$ cat src/rtl/img_pkg.sv
// Shared image geometry and sequencing types for the pixel source and the
// smoothing filter's boundary logic.
package img_pkg;

  localparam int IMG_W     = 256;
  localparam int IMG_H     = 256;
  localparam int MIN_GAP   = 8;
  localparam int FLUSH_PIX = IMG_W + 1;

  typedef enum logic [1:0] {
    IDLE,
    RUN,
    FLUSH,
    DONE
  } state_t;

endpackage

$ cat src/rtl/raster_addr_gen.sv
// Row-major raster walker: x/y position plus a linear address that wraps to
// zero after the last pixel of a frame.
module raster_addr_gen #(
  parameter int IMG_W = img_pkg::IMG_W,
  parameter int IMG_H = img_pkg::IMG_H,
  parameter int AW    = 16,
  parameter int XW    = (IMG_W > 1) ? $clog2(IMG_W) : 1,
  parameter int YW    = (IMG_H > 1) ? $clog2(IMG_H) : 1
) (
  input  logic          clk,
  input  logic          rst_n,
  input  logic          clear,
  input  logic          advance,
  output logic [XW-1:0] x,
  output logic [YW-1:0] y,
  output logic [AW-1:0] addr,
  output logic          last_pix
);
  import img_pkg::*;

  localparam logic [XW-1:0] X_LAST = XW'(IMG_W - 1);
  localparam logic [YW-1:0] Y_LAST = YW'(IMG_H - 1);

  assign last_pix = (x == X_LAST) && (y == Y_LAST);

  always_ff @(posedge clk or negedge rst_n) begin
    if (!rst_n) begin
      x    <= '0;
      y    <= '0;
      addr <= '0;
    end else if (clear || (advance && last_pix)) begin
      x    <= '0;
      y    <= '0;
      addr <= '0;
    end else if (advance) begin
      // addr tracks y*IMG_W + x without a multiplier
      addr <= addr + 1'b1;
      if (x == X_LAST) begin
        x <= '0;
        y <= y + 1'b1;
      end else begin
        x <= x + 1'b1;
      end
    end
  end

endmodule

$ cat src/rtl/pixel_stream_tx.sv
// Raster pixel source: reads frames from a synchronous SRAM and strobes one
// pixel per period into the smoothing filter, then drains it with zero pixels.
module pixel_stream_tx #(
  parameter int IMG_W     = img_pkg::IMG_W,
  parameter int IMG_H     = img_pkg::IMG_H,
  parameter int DW        = 8,
  parameter int AW        = 16,
  parameter int MIN_GAP   = img_pkg::MIN_GAP,
  parameter int FLUSH_PIX = IMG_W + 1
) (
  input  logic          clk,
  input  logic          rst_n,
  input  logic          start,
  input  logic [7:0]    n_frames,
  input  logic [7:0]    gap,
  input  logic          pause,
  output logic          busy,
  output logic          done,
  output logic          mem_rd,
  output logic [AW-1:0] mem_addr,
  input  logic [DW-1:0] mem_rdata,
  output logic          o_strb,
  output logic [DW-1:0] o_data,
  output logic          o_sof,
  output logic          o_eof
);
  import img_pkg::*;

  localparam int XW = (IMG_W > 1) ? $clog2(IMG_W) : 1;
  localparam int YW = (IMG_H > 1) ? $clog2(IMG_H) : 1;
  localparam int FW = $clog2(FLUSH_PIX + 1);
  localparam logic [7:0]    GAP_MIN    = 8'(MIN_GAP);
  localparam logic [FW-1:0] FLUSH_LAST = FW'(FLUSH_PIX);

  state_t        state, state_nxt;
  logic [7:0]    period, pcnt, pcnt_nxt, pcnt_wrap;
  logic [7:0]    frames, frame_cnt;
  logic [FW-1:0] fcnt;
  logic          rd_nxt, sof_p, eof_p, last_p;
  logic [XW-1:0] x;
  logic [YW-1:0] y;
  logic          last_pix, clear;

  assign clear = (state == IDLE) && start;
  assign busy  = (state != IDLE);
  assign done  = (state == DONE);

  raster_addr_gen #(
    .IMG_W(IMG_W), .IMG_H(IMG_H), .AW(AW), .XW(XW), .YW(YW)
  ) u_addr (
    .clk(clk), .rst_n(rst_n), .clear(clear), .advance(mem_rd),
    .x(x), .y(y), .addr(mem_addr), .last_pix(last_pix)
  );

  always_comb begin
    state_nxt = state;
    pcnt_wrap = (pcnt == period - 8'd1) ? 8'd0 : pcnt + 8'd1;
    pcnt_nxt  = pcnt;
    case (state)
      IDLE: if (start) begin
        state_nxt = RUN;
        pcnt_nxt  = 8'd0;
      end
      RUN: begin
        // phase 0 only moves on once a read has actually been issued
        if (pcnt == 8'd0) pcnt_nxt = mem_rd ? 8'd1 : 8'd0;
        else              pcnt_nxt = pcnt_wrap;
        if (o_strb && last_p) state_nxt = FLUSH;
      end
      FLUSH: begin
        pcnt_nxt = pcnt_wrap;
        if (o_strb && (fcnt == FLUSH_LAST)) state_nxt = DONE;
      end
      DONE: begin
        state_nxt = IDLE;
        pcnt_nxt  = 8'd0;
      end
      default: state_nxt = IDLE;
    endcase
    // the read enable is a flop, so pause is looked at one edge ahead
    rd_nxt = (state_nxt == RUN) && (pcnt_nxt == 8'd0) && !pause;
  end

  always_ff @(posedge clk or negedge rst_n) begin
    if (!rst_n) begin
      state     <= IDLE;
      pcnt      <= '0;
      period    <= '0;
      frames    <= '0;
      frame_cnt <= '0;
      fcnt      <= '0;
      mem_rd    <= 1'b0;
      sof_p     <= 1'b0;
      eof_p     <= 1'b0;
      last_p    <= 1'b0;
      o_strb    <= 1'b0;
      o_data    <= '0;
      o_sof     <= 1'b0;
      o_eof     <= 1'b0;
    end else begin
      state  <= state_nxt;
      pcnt   <= pcnt_nxt;
      mem_rd <= rd_nxt;
      if (clear) begin
        period    <= (gap < GAP_MIN) ? GAP_MIN : gap;
        frames    <= (n_frames == 8'd0) ? 8'd1 : n_frames;
        frame_cnt <= '0;
        fcnt      <= '0;
        last_p    <= 1'b0;
      end
      if (mem_rd) begin
        sof_p  <= (x == '0) && (y == '0);
        eof_p  <= last_pix;
        last_p <= last_pix && (frame_cnt == frames - 8'd1);
        if (last_pix) frame_cnt <= frame_cnt + 8'd1;
      end
      o_strb <= ((state == RUN) || (state == FLUSH)) && (pcnt == 8'd1);
      o_sof  <= 1'b0;
      o_eof  <= 1'b0;
      if ((state == RUN) && (pcnt == 8'd1)) begin
        o_data <= mem_rdata;
        o_sof  <= sof_p;
        o_eof  <= eof_p;
      end else if ((state == FLUSH) && (pcnt == 8'd1)) begin
        o_data <= '0;
        fcnt   <= fcnt + 1'b1;
      end
    end
  end

endmodule

$ cat config.mk
export PLATFORM = sky130hd
export DESIGN_NAME = pixel_stream_tx
export DESIGN_NICKNAME = d
export VERILOG_FILES = /design/src/rtl/img_pkg.sv /design/src/rtl/raster_addr_gen.sv /design/src/rtl/pixel_stream_tx.sv
export SDC_FILE = /design/constraint.sdc
export NUM_CORES = 1
export LEC_CHECK = 0
export BUFFER_PORTS_ARGS = -buffer_cell sky130_fd_sc_hd__buf_2
export CAP_MARGIN = 20
export CORE_MARGIN = 3
export CORE_UTILIZATION = 50
export CTS_BUF_LIST = sky130_fd_sc_hd__clkbuf_16
export DETAILED_ROUTE_END_ITERATION = 10
export PLACE_DENSITY = 0.7
export SYNTH_ARGS = -nofsm -noshare
export SYNTH_HDL_FRONTEND = slang
export SYNTH_SLANG_ARGS = --single-unit
$ cat constraint.sdc
create_clock -name clk -period 4.4 [get_ports clk]
set_input_delay 1.1 -clock clk [delete_from_list [all_inputs] [get_ports clk]]
set_output_delay 1.1 -clock clk [all_outputs]
set_load 0.005 [all_outputs]
==> run_results.csv, run 1 <==
group,metric,value,unit
floorplanning,num_io_pins,58,
placement,globalplace.congestion,0.874,
clocking,root_buffer,"clkbuf_16",
placement,dp_cells,711,
worst_setup_path,r2r_cells,7,
worst_setup_path,cp_max_fo,8,
drt,ant_nets,0,
clocking,clkTransAtPathRegs,0.07,ns
worst_setup_path,reg2reg_to,"mem_rd",
drt,drc,0,
worst_setup_path,r2r_slack,1.67,ns
clocking,holdBufCountCts,0,
logic_synthesis,synth-seq-area-share,0.459,
drt,vias_per_cell,5.68,
logic_synthesis,synth_seq_cells,90,
drt,first_pass_iters,4,
drt,wl,11200,um
logic_synthesis,netlist_area,4910,um2
global_routing,grt_use_total,0.212,
worst_hold_path,hold_start,"o_data[2]",
final_layout,fin_nets,640,
final_layout,register_area,2250,um2
global_routing,grt_use_met1,0.278,
final_layout,multiInputGateArea,2470,um2
global_routing,grt_pass1_vias,3931,
drt,drt_iter0_markers,215,
floorplanning,die_x,105,um
pwr,power.density,452,nW/um2
logic_synthesis,netlist_instances,544,
placement,portBuffers,57,
sta,setup_tns,0,ns
sta,fin_skew,0.00815,ns
sta,setup_violations,0,
final_layout,diodes,0,
sta,slew_violations,0,
sta,fin_crit_sh,0.620,
global_routing,antenna_found_initial,0,
final_layout,fillCellCount,823,
logic_synthesis,syn_area_per_cell,9.02,um2
clocking,numCtsBuffers,9,
logic_synthesis,synth_edf_count,0,
logic_synthesis,synth.net_count,590,
global_routing,overflow,0,
clocking,cts_buffer_depth,2,
floorplanning,core_area,9370,um2
floorplanning,die_y,105,um
final_layout,drive_above_1_share,0.152,
floorplanning,core.rowCount,35,
worst_hold_path,holdPathEnd,"o_data[2]",
worst_setup_path,setup.worst_path.end_class,"flip-flop",
pwr,p_leak,2.60,nW
clocking,cts_setup_buffers,0,
clocking,cts_max_level,3,
final_layout,fin_cells,728,
sta,finalHoldViolCount,0,
logic_synthesis,synth.distinct_cells,54,
flow_run,cap_viol_max_count,0,
logic_synthesis,ys_async_sr_fraction,1.00,
global_routing,busiest_layer,"met2",
worst_setup_path,crit_arrival,3.01,ns
worst_hold_path,hp-class,"flip-flop to flip-flop",
floorplanning,start_util,0.524,
worst_setup_path,path_class,"flip-flop to flip-flop",
drt,vias,4138,
global_routing,grtUsageMet2,0.353,
worst_setup_path,crit_path_start_kind,"flip-flop",
logic_synthesis,ys_warn_count,0,
drt,wl_per_cell,15.4,um
sta,max_freq,367,MHz
clocking,insertion_delay,0.34,ns
clocking,cts_resized,0,
sta,rsz0062_at_grt,"no",
clocking,cts.sinks,90,
pwr,ir_drop,0.207,mV
sta,min_period,2.73,ns
global_routing,grt_max_degree,81,
worst_setup_path,required,4.68,ns
sta,max_slew_margin,0.599,
clocking,cts_tree,"yes",
status,status,"complete, no violations",
placement,dp_hpwl,7910,um
final_layout,area_growth,15.9,%
floorplanning,die-area,11000,um2
global_routing,grt_pass1_wl,19100,um
worst_hold_path,hold_depth,1,
global_routing,grtUsageMet3,0.0500,
logic_synthesis,synth_ff_type,"dfrtp_1",
sta,tightest_slew,0.602,ns
worst_setup_path,r2r-start,"period[2]",
per-stage QoR:
step           power, mW  worst slack [ns]  hold WS [ns]  cell area [um2]   util
2_1_floorplan       1.44              1.87         0.466             4910      -
6_report            2.57              1.67         0.498             5690  0.607
3_5_place_dp        1.65              1.64         0.482             5300  0.566
5_1_grt             2.72              1.48         0.517             5690  0.607
3_3_place_gp        1.63              1.71         0.482             5300  0.566
4_1_cts             2.59              1.67         0.503             5670  0.605
per-layer routing:
metal  part of all wire  up-vias
met5                  0        -
met4             0.0088        0
met3              0.043        8
met2               0.50       83
met1               0.45     2048
li1                   -     1999
synth_stat cells, drive strengths merged, types with 3 or more instances:
master,number,share of area
dfrtp,90,0.46
or3b,3,0.0054
a21oi,13,0.013
a22oi,3,0.0046
and2,7,0.0089
nand4,7,0.0089
xnor2,21,0.037
o21ai,56,0.057
nor3,11,0.011
a22o,11,0.020
nand3b,3,0.0046
or3,5,0.0066
nand2b,8,0.010
clkbuf,24,0.019
nand2,70,0.054
o31ai,4,0.0061
ha,18,0.046
nor2b,3,0.0038
a211oi,4,0.0087
and4,4,0.0071
nor2,47,0.036
xor2,20,0.036
nand3,33,0.034
inv,25,0.019
nor4b,3,0.0066
and3,17,0.022
nor4,6,0.0076
worst max-delay path, stage by stage, from the launching register on:
cell	delay, ns
dfrtp_1	0.45
or4_4	0.53
or4_1	0.52
o311a_2	0.15
a211oi_4	0.37
o31ai_1	0.17
nor4b_2	0.26
and4_1	0.21
cell families (layout without fill, tap and decap cells):
logic type      Yosys count  after routing  synth area share
buf+inv                  49            104            0.0380
mux                       3              3           0.00637
simple gates            234            234             0.238
fa+ha+maj                18             18            0.0459
compound gates          109            109             0.140
xor+xnor                 41             41            0.0732
flops                    90             90             0.459
flip-flops by register name, summed over array words and instances (netlist names), 2 cells and up:
register and flops:
pcnt 8, state 2, u_addr.addr 16, frames 8, period 8, fcnt 9
frame_cnt 8, u_addr.y 8, o_data 8, u_addr.x 8
cells in the final DEF (no fill, tap or decap), drive strengths merged, types with 2 or more instances in the layout:
cell / Yosys / routed
a22o: 11 / 11
nand3: 33 / 33
a211oi: 4 / 4
mux2i: 2 / 2
nand4: 7 / 7
nand2b: 8 / 8
or4: 2 / 2
inv: 25 / 25
xor2: 20 / 20
and4: 4 / 4
nor4: 6 / 6
or3: 5 / 5
and3: 17 / 17
a31oi: 2 / 2
nor3: 11 / 11
clkbuf: 24 / 9
ha: 18 / 18
bufinv: 0 / 4
nor2b: 3 / 3
o211ai: 2 / 2
clkinv: 0 / 3
nor4b: 3 / 3
nand4b: 2 / 2
o21ai: 56 / 56
or3b: 3 / 3
and2: 7 / 7
nand2: 70 / 70
buf: 0 / 63
a21oi: 13 / 13
xnor2: 21 / 21
o41ai: 2 / 2
o31ai: 4 / 4
dfrtp: 90 / 90
nand3b: 3 / 3
o22ai: 2 / 2
a22oi: 3 / 3
a21o: 2 / 2
or2: 2 / 2
nor2: 47 / 47
report_power, final:
part / total [mW] / internal (mW) / leakage, nW / switching (mW)
clock: 0.937 / 0.613 / 0.177 / 0.324
combinational: 0.552 / 0.256 / 1.36 / 0.296
sequential: 1.08 / 0.945 / 1.05 / 0.135
cell type report:
type                    count  area share
clock inverters             7      0.0249
repair buffers             63      0.0607
inverters                  25      0.0165
clock buffers               9      0.0396
multi-input cells         405       0.434
flip-flops and latches     90       0.396
well taps                 129      0.0284
how the worst max path moves through the flow:
stage                     slack [ns]  depth (start not counted)               to      start
after global routing            1.48                          6          fcnt[3]    pcnt[2]
after CTS                       1.67                          7           mem_rd  period[2]
after detailed placement        1.64                          8  u_addr.addr[15]      start
after floorplan                 1.87                          7           mem_rd  period[0]
final                           1.67                          7           mem_rd  period[2]
after global placement          1.71                          8  u_addr.addr[15]      start
Power figures use the tool's default switching activity.
==> run 2: changes to the inputs <==
Settings changed: PLACE_DENSITY 0.7 to 0.73.
Clock period 4.4 ns to 2.5 ns, I/O delays scaled along.
==> run 2 against run 1 <==
The flow now finishes with violations (setup timing). Combinational power grew 99%. Hold slack got worse by 0.24 ns. Flip-flop and latch count is the same. Setup slack lost 1.7 ns. First-iteration DRC count grew 28%. Clock power up 40%. Count of clock-buffer cells in the layout did not move. Register-to-register slack lost 1.7 ns. Fmax up 8.2%. Critical path type unchanged. Largest cell class unchanged. Highest routed layer unchanged.
==> run_results.csv, run 2 (synthesis results as in run 1) <==
group,metric,value,unit
pwr,combPwrFrac,0.255,
clocking,cts_buffer_depth,2,
floorplanning,num_io_pins,58,
floorplanning,die_x,105,um
drt,vias,4124,
clocking,root_buffer,"clkbuf_16",
worst_setup_path,path_class,"flip-flop to flip-flop",
clocking,cts_tree,"yes",
sta,tightest_slew,0.595,ns
sta,max_slew_margin,0.602,
drt,top_layer,"met4",
clocking,clkTransAtPathRegs,0.07,ns
final_layout,regMostFlops,"u_addr.addr",
clocking,numCtsBuffers,9,
drt,wl,11300,um
global_routing,grt_pass1_wl,19600,um
placement,dpl_cell_area,5450,um2
worst_setup_path,crit_path_top_delay_cell,"or4_4",
sta,finalHoldViolCount,0,
worst_setup_path,required,2.72,ns
drt,dr_wl_met2,5550,um
clocking,cts.sinks,90,
pwr,seq_power_share,0.441,
sta,fin_crit_sh,1.01,
floorplanning,core.rowCount,35,
final_layout,post-route-util,0.620,
clocking,holdBufCountCts,0,
drt,first_pass_iters,4,
floorplanning,start_util,0.524,
final_layout,fillCellCount,816,
final_layout,diodes,0,
worst_setup_path,cpPeakStageDelay,0.56,ns
worst_setup_path,worst_path_dominant_cell_family,"simple AND/OR/NAND/NOR gates",
floorplanning,die-area,11000,um2
placement,portBuffers,57,
worst_setup_path,setup.worst_path.end_class,"flip-flop",
floorplanning,die_y,105,um
pwr,power.share.clock,0.305,
final_layout,mostFrequentLayoutCell,"dfrtp_1",
drt,wl_met3,422,um
final_layout,reg_top3,"u_addr.addr (16), fcnt (9)",
worst_setup_path,crit_buf_inv,1,
final_layout,fin_nets,659,
flow_run,cap_viol_max_count,0,
worst_setup_path,cp_max_fo,7,
placement,dp_hpwl,7990,um
sta,rsz0062_at_grt,"yes",
placement,dp_cells,726,
drt,wl_per_cell,15.2,um
clocking,cts_max_level,3,
sta,slew_violations,0,
final_layout,final_area,5810,um2
pwr,ir_drop,0.355,mV
drt,vias_per_cell,5.52,
final_layout,fin_cells,747,
floorplanning,core_area,9370,um2
sta,hold_ws,0.255,ns
drt,drt_iter0_markers,276,
status,violations,"setup timing",
global_routing,antenna_found_initial,0,
pwr,switching_share,0.317,
global_routing,grt_pass1_vias,4052,
global_routing,grt_use_total,0.214,
pwr,power,4.31,mW
final_layout,drive_above_1_share,0.188,
pwr,power.density,741,nW/um2
sta,min_period,2.52,ns
drt,wl_met1,5220,um
worst_setup_path,crit_arrival,2.74,ns
worst_setup_path,critical_path.cell_chain,"or4_4 -> o221ai_2 -> o311a_4 -> a211oi_4 -> buf_6 -> or2_4 -> or3_4 -> and4_1",
status,status,"finished, violations left",
final_layout,register_area,2250,um2
pwr,p_int,2.94,mW
final_layout,final_cell_mix,"90 x dfrtp_1, 70 x nand2_1, 56 x buf_2",
pwr,switchingPower,1.36,mW
drt,drc,0,
sta,fin_skew,0.00672,ns
global_routing,overflow,0,
final_layout,multiInputGateArea,2520,um2
pwr,p_leak,2.67,nW
sta,setup_violations,1,
sta,max_freq,397,MHz
sta,setup_slack,-0.0207,ns
global_routing,grt_max_degree,54,
placement,globalplace.congestion,0.851,
final_layout,largest_register_ff_count,16,
drt,ant_nets,0,
final_layout,area_growth,18.4,%
worst_hold_path,hp-class,"input port to async pin",
clocking,insertion_delay,0.34,ns
worst_setup_path,crit_path_start_kind,"flip-flop",
run 2: changes by cell type in the layout (fill, tap and decap cells not counted), sizes merged:
cell      change
buf          +19
bufinv        -3
clkinv        +2
clkinvlp      +1
run 2: worst paths after layout:
path                        startpoint          end  slack (ns)  cells after the start
setup / recovery             period[1]       mem_rd       -0.02                      8
hold / removal                   rst_n      pcnt[5]        0.26                      1
setup reg to reg             period[1]       mem_rd       -0.02                      8
hold reg to reg              o_data[6]    o_data[6]        0.50                      1
max in group asynchronous        rst_n  u_addr.y[3]        1.59                      2
min in group clk           n_frames[3]    frames[3]        0.50                      3
run 2: repair_timing:
item                       in CTS  in global routing
resized for setup               6                  3
setup endpoints to repair       1                  2
pin swaps                       6                  4
setup buffers                   5                  0
run 2: stage by stage:
| stage | TNS (ns) | setup WS, ns |
|---|---|---|
| 2_1_floorplan | 0 | 0.00861 |
| 3_3_place_gp | -0.0523 | -0.0523 |
| 3_5_place_dp | -0.0818 | -0.0818 |
| 4_1_cts | -0.0156 | -0.0156 |
| 5_1_grt | -0.0840 | -0.0840 |
| 6_report | -0.0207 | -0.0207 |
run 2: area by class of cell:
class	instances	area share
clock buffer	9	0.0388
sequential	90	0.388
timing repair buffer	82	0.0847
clock inverter	7	0.0103
tap	129	0.0278
multi-input combinational	405	0.435
inverter	25	0.0162
run 2: routing by layer:
metal	vias to the layer above	track usage
met3	14	0.0371
li1	2037	-
met4	0	0.0665
met2	100	0.356
met5	-	0
met1	1973	0.286
run 2: power by group through the flow:
| stage | Sequential (mW) | Combinational [mW] | Clock, mW |
|---|---|---|---|
| 2_1_floorplan | 1.86 | 0.693 | 0 |
| 3_3_place_gp | 1.91 | 1.02 | 0 |
| 3_5_place_dp | 1.91 | 1.07 | 0 |
| 4_1_cts | 1.89 | 1.10 | 1.33 |
| 5_1_grt | 1.93 | 1.22 | 1.39 |
| 6_report | 1.90 | 1.10 | 1.31 |
